==> src/rtl/hazard_control_if.sv <==
// Bundles the pipeline-status inputs and stage-control outputs of the hazard sequencer.
// master: the pipeline datapath, which reports status and receives latch controls.
// slave: the hazard_control block, which consumes status and drives controls.
interface hazard_control_if #(
  parameter int CNT_W = 16
);
  // ID/EX hazard sources
  logic [2:0]       id_read_r1;
  logic [2:0]       id_read_r2;
  logic             id_uses_r1;
  logic             id_uses_r2;
  logic [2:0]       ex_write_r;
  logic             ex_REG_WRITE;
  logic             ex_MEM_READ;
  logic             ex_redirect;
  // memory and halt status
  logic             mem_access;
  logic             dmem_done;
  logic             imem_stall;
  logic             wb_HALT;
  // stage controls
  logic             pc_en;
  logic             if_id_en;
  logic             if_id_flush;
  logic             id_ex_en;
  logic             id_ex_bubble;
  logic             ex_mem_en;
  logic             mem_wb_en;
  logic             mem_wb_bubble;
  logic             halted;
  logic [CNT_W-1:0] stall_cnt;

  modport master (
    output id_read_r1, id_read_r2, id_uses_r1, id_uses_r2, ex_write_r,
           ex_REG_WRITE, ex_MEM_READ, ex_redirect, mem_access, dmem_done,
           imem_stall, wb_HALT,
    input  pc_en, if_id_en, if_id_flush, id_ex_en, id_ex_bubble, ex_mem_en,
           mem_wb_en, mem_wb_bubble, halted, stall_cnt
  );

  modport slave (
    input  id_read_r1, id_read_r2, id_uses_r1, id_uses_r2, ex_write_r,
           ex_REG_WRITE, ex_MEM_READ, ex_redirect, mem_access, dmem_done,
           imem_stall, wb_HALT,
    output pc_en, if_id_en, if_id_flush, id_ex_en, id_ex_bubble, ex_mem_en,
           mem_wb_en, mem_wb_bubble, halted, stall_cnt
  );
endinterface

==> src/rtl/hazard_control.sv <==
// Pipeline sequencer: load-use stalls, redirect flushes, dmem/imem waits, halt, stall counter.
// Latency: stage controls are combinational from state+inputs (0 cycles); state/counter registered.
// Backpressure: a pending data-memory access freezes every latch until dmem_done.
module hazard_control #(
  parameter int CNT_W = 16
) (
  input logic           clk,
  input logic           rst_n,
  hazard_control_if.slave hc
);

  typedef enum logic [1:0] {RUN, DWAIT, HALT} state_t;

  state_t           state;
  state_t           state_nxt;
  logic [CNT_W-1:0] cnt;
  logic             stall_evt;
  logic             eval_flow;
  logic             load_use;

  logic pc_en, if_id_en, if_id_flush, id_ex_en, id_ex_bubble;
  logic ex_mem_en, mem_wb_en, mem_wb_bubble, halted;

  // A load in EX whose destination feeds a source the ID instruction really reads.
  // r0 is an ordinary register here, so a match on it still stalls.
  always_comb begin
    load_use = hc.ex_MEM_READ & hc.ex_REG_WRITE &
               ((hc.id_uses_r1 & (hc.ex_write_r == hc.id_read_r1)) |
                (hc.id_uses_r2 & (hc.ex_write_r == hc.id_read_r2)));
  end

  // Next-state and stage-control decode; reset overrides everything at the end.
  always_comb begin
    pc_en         = 1'b1;
    if_id_en      = 1'b1;
    if_id_flush   = 1'b0;
    id_ex_en      = 1'b1;
    id_ex_bubble  = 1'b0;
    ex_mem_en     = 1'b1;
    mem_wb_en     = 1'b1;
    mem_wb_bubble = 1'b0;
    halted        = 1'b0;
    state_nxt     = state;
    stall_evt     = 1'b0;
    eval_flow     = 1'b0;

    case (state)
      RUN: begin
        if (hc.wb_HALT) begin
          {pc_en, if_id_en, id_ex_en, ex_mem_en, mem_wb_en} = '0;
          state_nxt = HALT;
        end else if (hc.mem_access && !hc.dmem_done) begin
          {pc_en, if_id_en, id_ex_en, ex_mem_en, mem_wb_en} = '0;
          state_nxt = DWAIT;
          stall_evt = 1'b1;
        end else begin
          eval_flow = 1'b1;
        end
      end
      DWAIT: begin
        // WB is frozen here, so wb_HALT is deliberately not looked at.
        if (!hc.dmem_done) begin
          {pc_en, if_id_en, id_ex_en, ex_mem_en, mem_wb_en} = '0;
          stall_evt = 1'b1;
        end else begin
          // EX/ID contents were held through the freeze; act on them once now.
          state_nxt = RUN;
          eval_flow = 1'b1;
        end
      end
      HALT: begin
        {pc_en, if_id_en, id_ex_en, ex_mem_en, mem_wb_en} = '0;
        halted = 1'b1;
      end
      default: begin
        state_nxt = RUN;
      end
    endcase

    // Front-end hazards; a redirect wins because IF/ID hold wrong-path instructions.
    if (eval_flow) begin
      if (hc.ex_redirect) begin
        if_id_flush  = 1'b1;
        id_ex_bubble = 1'b1;
      end else if (load_use) begin
        pc_en        = 1'b0;
        if_id_en     = 1'b0;
        id_ex_bubble = 1'b1;
        stall_evt    = 1'b1;
      end else if (hc.imem_stall) begin
        pc_en       = 1'b0;
        if_id_flush = 1'b1;
        stall_evt   = 1'b1;
      end
    end

    if (!rst_n) begin
      {pc_en, if_id_en, id_ex_en, ex_mem_en, mem_wb_en} = '0;
      if_id_flush   = 1'b1;
      id_ex_bubble  = 1'b1;
      mem_wb_bubble = 1'b1;
      halted        = 1'b0;
      state_nxt     = RUN;
      stall_evt     = 1'b0;
    end
  end

  // FSM state and saturating stall counter.
  always_ff @(posedge clk) begin
    if (!rst_n) begin
      state <= RUN;
      cnt   <= '0;
    end else begin
      state <= state_nxt;
      if (stall_evt && (cnt != {CNT_W{1'b1}})) begin
        cnt <= cnt + {{(CNT_W-1){1'b0}}, 1'b1};
      end
    end
  end

  assign hc.pc_en         = pc_en;
  assign hc.if_id_en      = if_id_en;
  assign hc.if_id_flush   = if_id_flush;
  assign hc.id_ex_en      = id_ex_en;
  assign hc.id_ex_bubble  = id_ex_bubble;
  assign hc.ex_mem_en     = ex_mem_en;
  assign hc.mem_wb_en     = mem_wb_en;
  assign hc.mem_wb_bubble = mem_wb_bubble;
  assign hc.halted        = halted;
  assign hc.stall_cnt     = cnt;

endmodule

==> src/flat_wrapper.sv <==
// flat-port wrapper written by rule: the top's interface ports become plain ports
module hazard_control_flat 
#(
  parameter int CNT_W = 16
)
  (clk, rst_n, hc_id_read_r1, hc_id_read_r2, hc_id_uses_r1, hc_id_uses_r2, hc_ex_write_r, hc_ex_REG_WRITE, hc_ex_MEM_READ, hc_ex_redirect, hc_mem_access, hc_dmem_done, hc_imem_stall, hc_wb_HALT, hc_pc_en, hc_if_id_en, hc_if_id_flush, hc_id_ex_en, hc_id_ex_bubble, hc_ex_mem_en, hc_mem_wb_en, hc_mem_wb_bubble, hc_halted, hc_stall_cnt);
  hazard_control_if #(.CNT_W(CNT_W)) hc_i ();
  input logic clk;
  input logic rst_n;
  input wire logic [$bits(hc_i.id_read_r1)-1:0] hc_id_read_r1;
  input wire logic [$bits(hc_i.id_read_r2)-1:0] hc_id_read_r2;
  input wire logic [$bits(hc_i.id_uses_r1)-1:0] hc_id_uses_r1;
  input wire logic [$bits(hc_i.id_uses_r2)-1:0] hc_id_uses_r2;
  input wire logic [$bits(hc_i.ex_write_r)-1:0] hc_ex_write_r;
  input wire logic [$bits(hc_i.ex_REG_WRITE)-1:0] hc_ex_REG_WRITE;
  input wire logic [$bits(hc_i.ex_MEM_READ)-1:0] hc_ex_MEM_READ;
  input wire logic [$bits(hc_i.ex_redirect)-1:0] hc_ex_redirect;
  input wire logic [$bits(hc_i.mem_access)-1:0] hc_mem_access;
  input wire logic [$bits(hc_i.dmem_done)-1:0] hc_dmem_done;
  input wire logic [$bits(hc_i.imem_stall)-1:0] hc_imem_stall;
  input wire logic [$bits(hc_i.wb_HALT)-1:0] hc_wb_HALT;
  output wire logic [$bits(hc_i.pc_en)-1:0] hc_pc_en;
  output wire logic [$bits(hc_i.if_id_en)-1:0] hc_if_id_en;
  output wire logic [$bits(hc_i.if_id_flush)-1:0] hc_if_id_flush;
  output wire logic [$bits(hc_i.id_ex_en)-1:0] hc_id_ex_en;
  output wire logic [$bits(hc_i.id_ex_bubble)-1:0] hc_id_ex_bubble;
  output wire logic [$bits(hc_i.ex_mem_en)-1:0] hc_ex_mem_en;
  output wire logic [$bits(hc_i.mem_wb_en)-1:0] hc_mem_wb_en;
  output wire logic [$bits(hc_i.mem_wb_bubble)-1:0] hc_mem_wb_bubble;
  output wire logic [$bits(hc_i.halted)-1:0] hc_halted;
  output wire logic [$bits(hc_i.stall_cnt)-1:0] hc_stall_cnt;
  assign hc_i.id_read_r1 = hc_id_read_r1;
  assign hc_i.id_read_r2 = hc_id_read_r2;
  assign hc_i.id_uses_r1 = hc_id_uses_r1;
  assign hc_i.id_uses_r2 = hc_id_uses_r2;
  assign hc_i.ex_write_r = hc_ex_write_r;
  assign hc_i.ex_REG_WRITE = hc_ex_REG_WRITE;
  assign hc_i.ex_MEM_READ = hc_ex_MEM_READ;
  assign hc_i.ex_redirect = hc_ex_redirect;
  assign hc_i.mem_access = hc_mem_access;
  assign hc_i.dmem_done = hc_dmem_done;
  assign hc_i.imem_stall = hc_imem_stall;
  assign hc_i.wb_HALT = hc_wb_HALT;
  assign hc_pc_en = hc_i.pc_en;
  assign hc_if_id_en = hc_i.if_id_en;
  assign hc_if_id_flush = hc_i.if_id_flush;
  assign hc_id_ex_en = hc_i.id_ex_en;
  assign hc_id_ex_bubble = hc_i.id_ex_bubble;
  assign hc_ex_mem_en = hc_i.ex_mem_en;
  assign hc_mem_wb_en = hc_i.mem_wb_en;
  assign hc_mem_wb_bubble = hc_i.mem_wb_bubble;
  assign hc_halted = hc_i.halted;
  assign hc_stall_cnt = hc_i.stall_cnt;
  hazard_control #(.CNT_W(CNT_W)) u_core (.clk(clk), .rst_n(rst_n), .hc(hc_i));
endmodule
==> config.mk <==
export PLATFORM = sky130hd
export DESIGN_NAME = hazard_control_flat
export DESIGN_NICKNAME = d
export VERILOG_FILES = /design/src/rtl/hazard_control_if.sv /design/src/rtl/hazard_control.sv /design/src/flat_wrapper.sv
export SDC_FILE = /design/constraint.sdc
export NUM_CORES = 1
export LEC_CHECK = 0
export BUFFER_PORTS_ARGS = -buffer_cell sky130_fd_sc_hd__buf_2
export CAP_MARGIN = 10
export CORE_ASPECT_RATIO = 0.9
export CORE_UTILIZATION = 40
export DETAILED_ROUTE_END_ITERATION = 12
export GPL_TIMING_DRIVEN = 0
export PLACE_DENSITY = 0.64
export SLEW_MARGIN = 20
export SYNTH_ARGS = -nofsm -noshare
export SYNTH_HDL_FRONTEND = slang
export SYNTH_SLANG_ARGS = --single-unit
==> constraint.sdc <==
create_clock -name clk -period 4.9 [get_ports clk]
set_input_delay 0.98 -clock clk [delete_from_list [all_inputs] [get_ports clk]]
set_output_delay 0.98 -clock clk [all_outputs]
set_load 0.1 [all_outputs]
-- Word level (Yosys, flattened, before mapping)
Cells that the tools add are included.
- reductions and logical operators: 5
- bitwise logic cells: 6
- multiplexer cells: 40
- equal/unequal tests: 7
- add/subtract/negate cells: 1
- operator list (kind ; count):
    two-way mux 1 bit ; 33
    adder 16 x 1 -> 16 bit, second input constant ; 1
    != test 16 bit, second input constant ; 1
    equality test 3 bit ; 2
    two-way mux 2 bit ; 3
    case mux 2 bit (3 select lines) ; 1
    bitwise AND 1 bit ; 4
    case mux 1 bit (2 select lines) ; 2
    != test 3 x 2 -> 1 bit, second input constant ; 1
    case mux 1 bit (3 select lines) ; 1
    AND reduction 3 bit ; 1
    equality test 2 x 1 -> 1 bit, second input constant ; 1
    equality test 2 bit, second input constant ; 1
    logical AND 1 bit ; 2
    zero test 2 bit ; 1
    != test 2 bit, second input constant ; 1
    zero test 1 bit ; 1
    inverter 1 bit ; 1
    OR 1 bit ; 1
- output and inout bits: 25
- register bits: 18

-- Depth between registers and ports, before layout
- depth in word-level cells: 11
- gate-level depth with buffers: 7

-- Worst setup path before layout
No wires, ideal clock.
- path type: input-to-output
- start point: in rst_n
- end point: out hc_halted
- path slack: -0.139 ns
- arrival: 4.059 ns
- stages on the path: 3
- cell sequence: clkbuf_1 -> inv_1 -> nor3b_1
- cells in the longest elaborated chain, start to end: 1
- RTL lines (what ; RTL line ; text):
    start: declaration ; flat_wrapper.sv:9 ; input logic rst_n;
    two-way mux 1 bit ; hazard_control.sv:97 ; if (!rst_n) begin
    end: declaration ; flat_wrapper.sv:30 ; output wire logic [$bits(hc_i.halted)-1:0] hc_halted;
Every way passes these cells.

-- Worst setup path in the final report
- start point: in hc_mem_access
- end point: out hc_id_ex_en
- cells in the longest elaborated chain, start to end: 5
- RTL lines (what ; RTL line ; text):
    start: declaration ; flat_wrapper.sv:18 ; input wire logic [$bits(hc_i.mem_access)-1:0] hc_mem_access;
    logical AND 1 bit ; hazard_control.sv:52 ; end else if (hc.mem_access && !hc.dmem_done) begin
    two-way mux 1 bit ; hazard_control.sv:52 ;
    two-way mux 1 bit ; hazard_control.sv:49 ; if (hc.wb_HALT) begin
    case mux 1 bit (3 select lines) ; hazard_control.sv:47 ; case (state)
    two-way mux 1 bit ; hazard_control.sv:97 ;
    end: declaration ; flat_wrapper.sv:25 ; output wire logic [$bits(hc_i.id_ex_en)-1:0] hc_id_ex_en;
Every way passes these cells.

==> results.ini <==
[synthesis]
synthCells = 150
synthFlopType = dfxtp_1
synth_edf_count = 0
synth_seq_cells = 18
synthXorXnorAreaFrac_pct = 4.098
synth_top_family_by_area = simple AND/OR/NAND/NOR gates
yosys.area_share.simple_pct = 31.12
synthTopCellsByCount = nand2_1, dfxtp_1, mux2i_1
synth.avg_cell_area_um2 = 8.550
yosysWarningCount = 0
synth_area_leader_cell = dfxtp_1
netlist-cell-type-count = 32
synth_most_common_cell = nand2_1
synth-adder-area-share_pct = 0.9756
seq_area_frac_synth_pct = 28.10
syn_area_mm2 = 0.001282
async_reset_ff_share_pct = 0
syn-num-nets = 171
yosysTopAreaCellShare_pct = 28.10
synth_mux_area_share_pct = 12.49
ys_top_cells_by_area = dfxtp_1, mux2i_1, a21oi_2
synth_compound_area_share_pct = 17.37

[status]
status = finished, final reports clean

[global_route]
grt_max_degree = 11
grt_pass1_vias = 1184
grt_pass1_wl_um = 5223
grtUsageTotal_pct = 19.74
grt_overflow = 0
antenna_found_initial = 0

[sta]
period_minus_slack_ps = 3445
finalCritPeriodShare_pct = 70.30
relSlewSlack_pct = 67.18
setup_tns_ps = 0
drv_slew = 0
setup_viol = 0
worstMarginPinSlew_ps = 492.3
fin_skew_ps = 11.86
setup_ws_ps = 1455
hold_viol_final = 0
fmax_ghz = 0.2903
rsz0062_at_grt = no

[finish]
fill_cells = 331
final_area_mm2 = 0.001583
finalNonFillerCells = 239
n_antenna_cell = 0
nets = 220
syn2layout_area_growth_pct = 23.41
drive_above_1_share_pct = 35.03

[floorplanning]
die-area_mm2 = 0.003437
initial_utilization_pct = 42.15
die_w_um = 61.69
io-pin-count = 45
core_mm2 = 0.003043
die_h_um = 55.72
rows = 19

[routing]
drt-initial-drc-count = 42
viasPerCell = 5.130
drt_first_pass_iters = 4
wire_per_inst_um = 12.31
detail_route.wirelength_um = 2941
drtAntennaViolNets = 0
drc = 0
via_count = 1226

[setup_path]
arrival_ps = 2460
cp_data_required_time_ps = 3920
start_kind = input pin
crit_fanout = 3
path_class = input pin to output port
endpoint_kind = output port

[clock_network]
cts-root-buf = clkbuf_4
insertion_delay_ps = 300
cts_tree = built
cts_setup_buffers = 0
clk_pin_slew_ps = 110
cts_hold_buf = 0
cts_made_buffers = 3
cts_resized = 0
clock_path_buffers = 2
cts.htree.levels = 1
cts_sinks = 18

[place]
dpl-instance-area_mm2 = 0.001560
dp_worst_setup_slack_ps = 1454
dp_hpwl_um = 2366
dpl.cell_count = 236
place_congestion = 0.8352
port_buffers = 44

[hold_path]
hold_class = flip-flop to flip-flop

[pwr]
p_total_mw = 0.3228
leakage_nw = 0.6543
cellPowerDensity_mw_per_mm2 = 203.9
peakVddDrop_mv = 0.1360

[job]
drv_cap = 0

## worst paths after layout
| check | startpoint | end | slack [ps] | depth (start not counted) |
|---|---|---|---|---|
| worst max-delay path | hc_mem_access | hc_id_ex_en | 1460 | 7 |
| worst min-delay path | u_core.hc.stall_cnt[6] | u_core.hc.stall_cnt[6] | 510 | 2 |
| worst max register to register | u_core.hc.stall_cnt[0] | u_core.hc.stall_cnt[14] | 3020 | 7 |
| worst min register to register | u_core.hc.stall_cnt[6] | u_core.hc.stall_cnt[6] | 510 | 2 |
## registers in the layout, indices dropped and copies added (netlist names)
signal and count:
u_core.state 2, u_core.hc.stall_cnt 16
## cell type report
cell class	count	area [um^2]	share of cell area [%]
Inverter	4	15.01	0.9486
Tap cell	42	52.55	3.320
Sequential cell	18	360.3	22.77
Clock buffer	3	22.52	1.423
Timing Repair Buffer	44	220.2	13.91
Multi-Input combinational cell	120	852.1	53.83
Buffer	8	60.06	3.794
## layer usage
metal / global-route usage, % / wire [um] / vias up
li1: - / - / 625
met1: 23.44 / 1299 / 573
met2: 34.25 / 1521 / 26
met3: 5.814 / 103 / 2
met4: 4.127 / 17 / 0
met5: 0 / 0 / -
## critical path: stages
cell and delay (ps):
buf_2 110, o21ba_2 210, nor3_1 290, o21ai_0 220
inv_1 140, buf_4 110, buf_2 410
## cell usage in the layout, fill, tap and decap left out, drive strengths merged
| cell type | netlist | final |
|---|---|---|
| a21boi | 2 | 2 |
| a21o | 1 | 1 |
| a21oi | 15 | 15 |
| and2 | 3 | 3 |
| and3 | 4 | 4 |
| and4 | 4 | 4 |
| buf | 5 | 49 |
| clkbuf | 3 | 6 |
| dfxtp | 18 | 18 |
| ha | 1 | 1 |
| inv | 4 | 4 |
| mux2i | 16 | 16 |
| nand2 | 20 | 20 |
| nand2b | 12 | 12 |
| nand3 | 7 | 7 |
| nand4 | 7 | 7 |
| nand4b | 1 | 1 |
| nor2 | 5 | 5 |
| nor2b | 3 | 3 |
| nor3 | 2 | 2 |
| nor3b | 1 | 1 |
| nor4 | 1 | 1 |
| o211ai | 1 | 1 |
| o21a | 2 | 2 |
| o21ai | 3 | 3 |
| o21ba | 1 | 1 |
| o21bai | 1 | 1 |
| o41a | 1 | 1 |
| xnor2 | 6 | 6 |
## metrics by stage
stage	hold WS, ps	util [%]
final	507.9	52.01
after global routing	534.0	52.01
after CTS	507.9	52.01
after detailed placement	490.6	51.27
after global placement	477.5	51.27
after floorplan	493.3	-
## power breakdown
part | internal, mW | switching, mW
Sequential | 0.148 | 0.00322
Clock | 0.0286 | 0.0475
Combinational | 0.0252 | 0.0699
Total | 0.202 | 0.121
## logic make-up after synthesis
family / Yosys count
xor+xnor: 6
simple gates: 70
flops: 18
compound gates: 27
fa+ha+maj: 1
buf+inv: 12
mux: 16
Power figures use the tool's default switching activity.
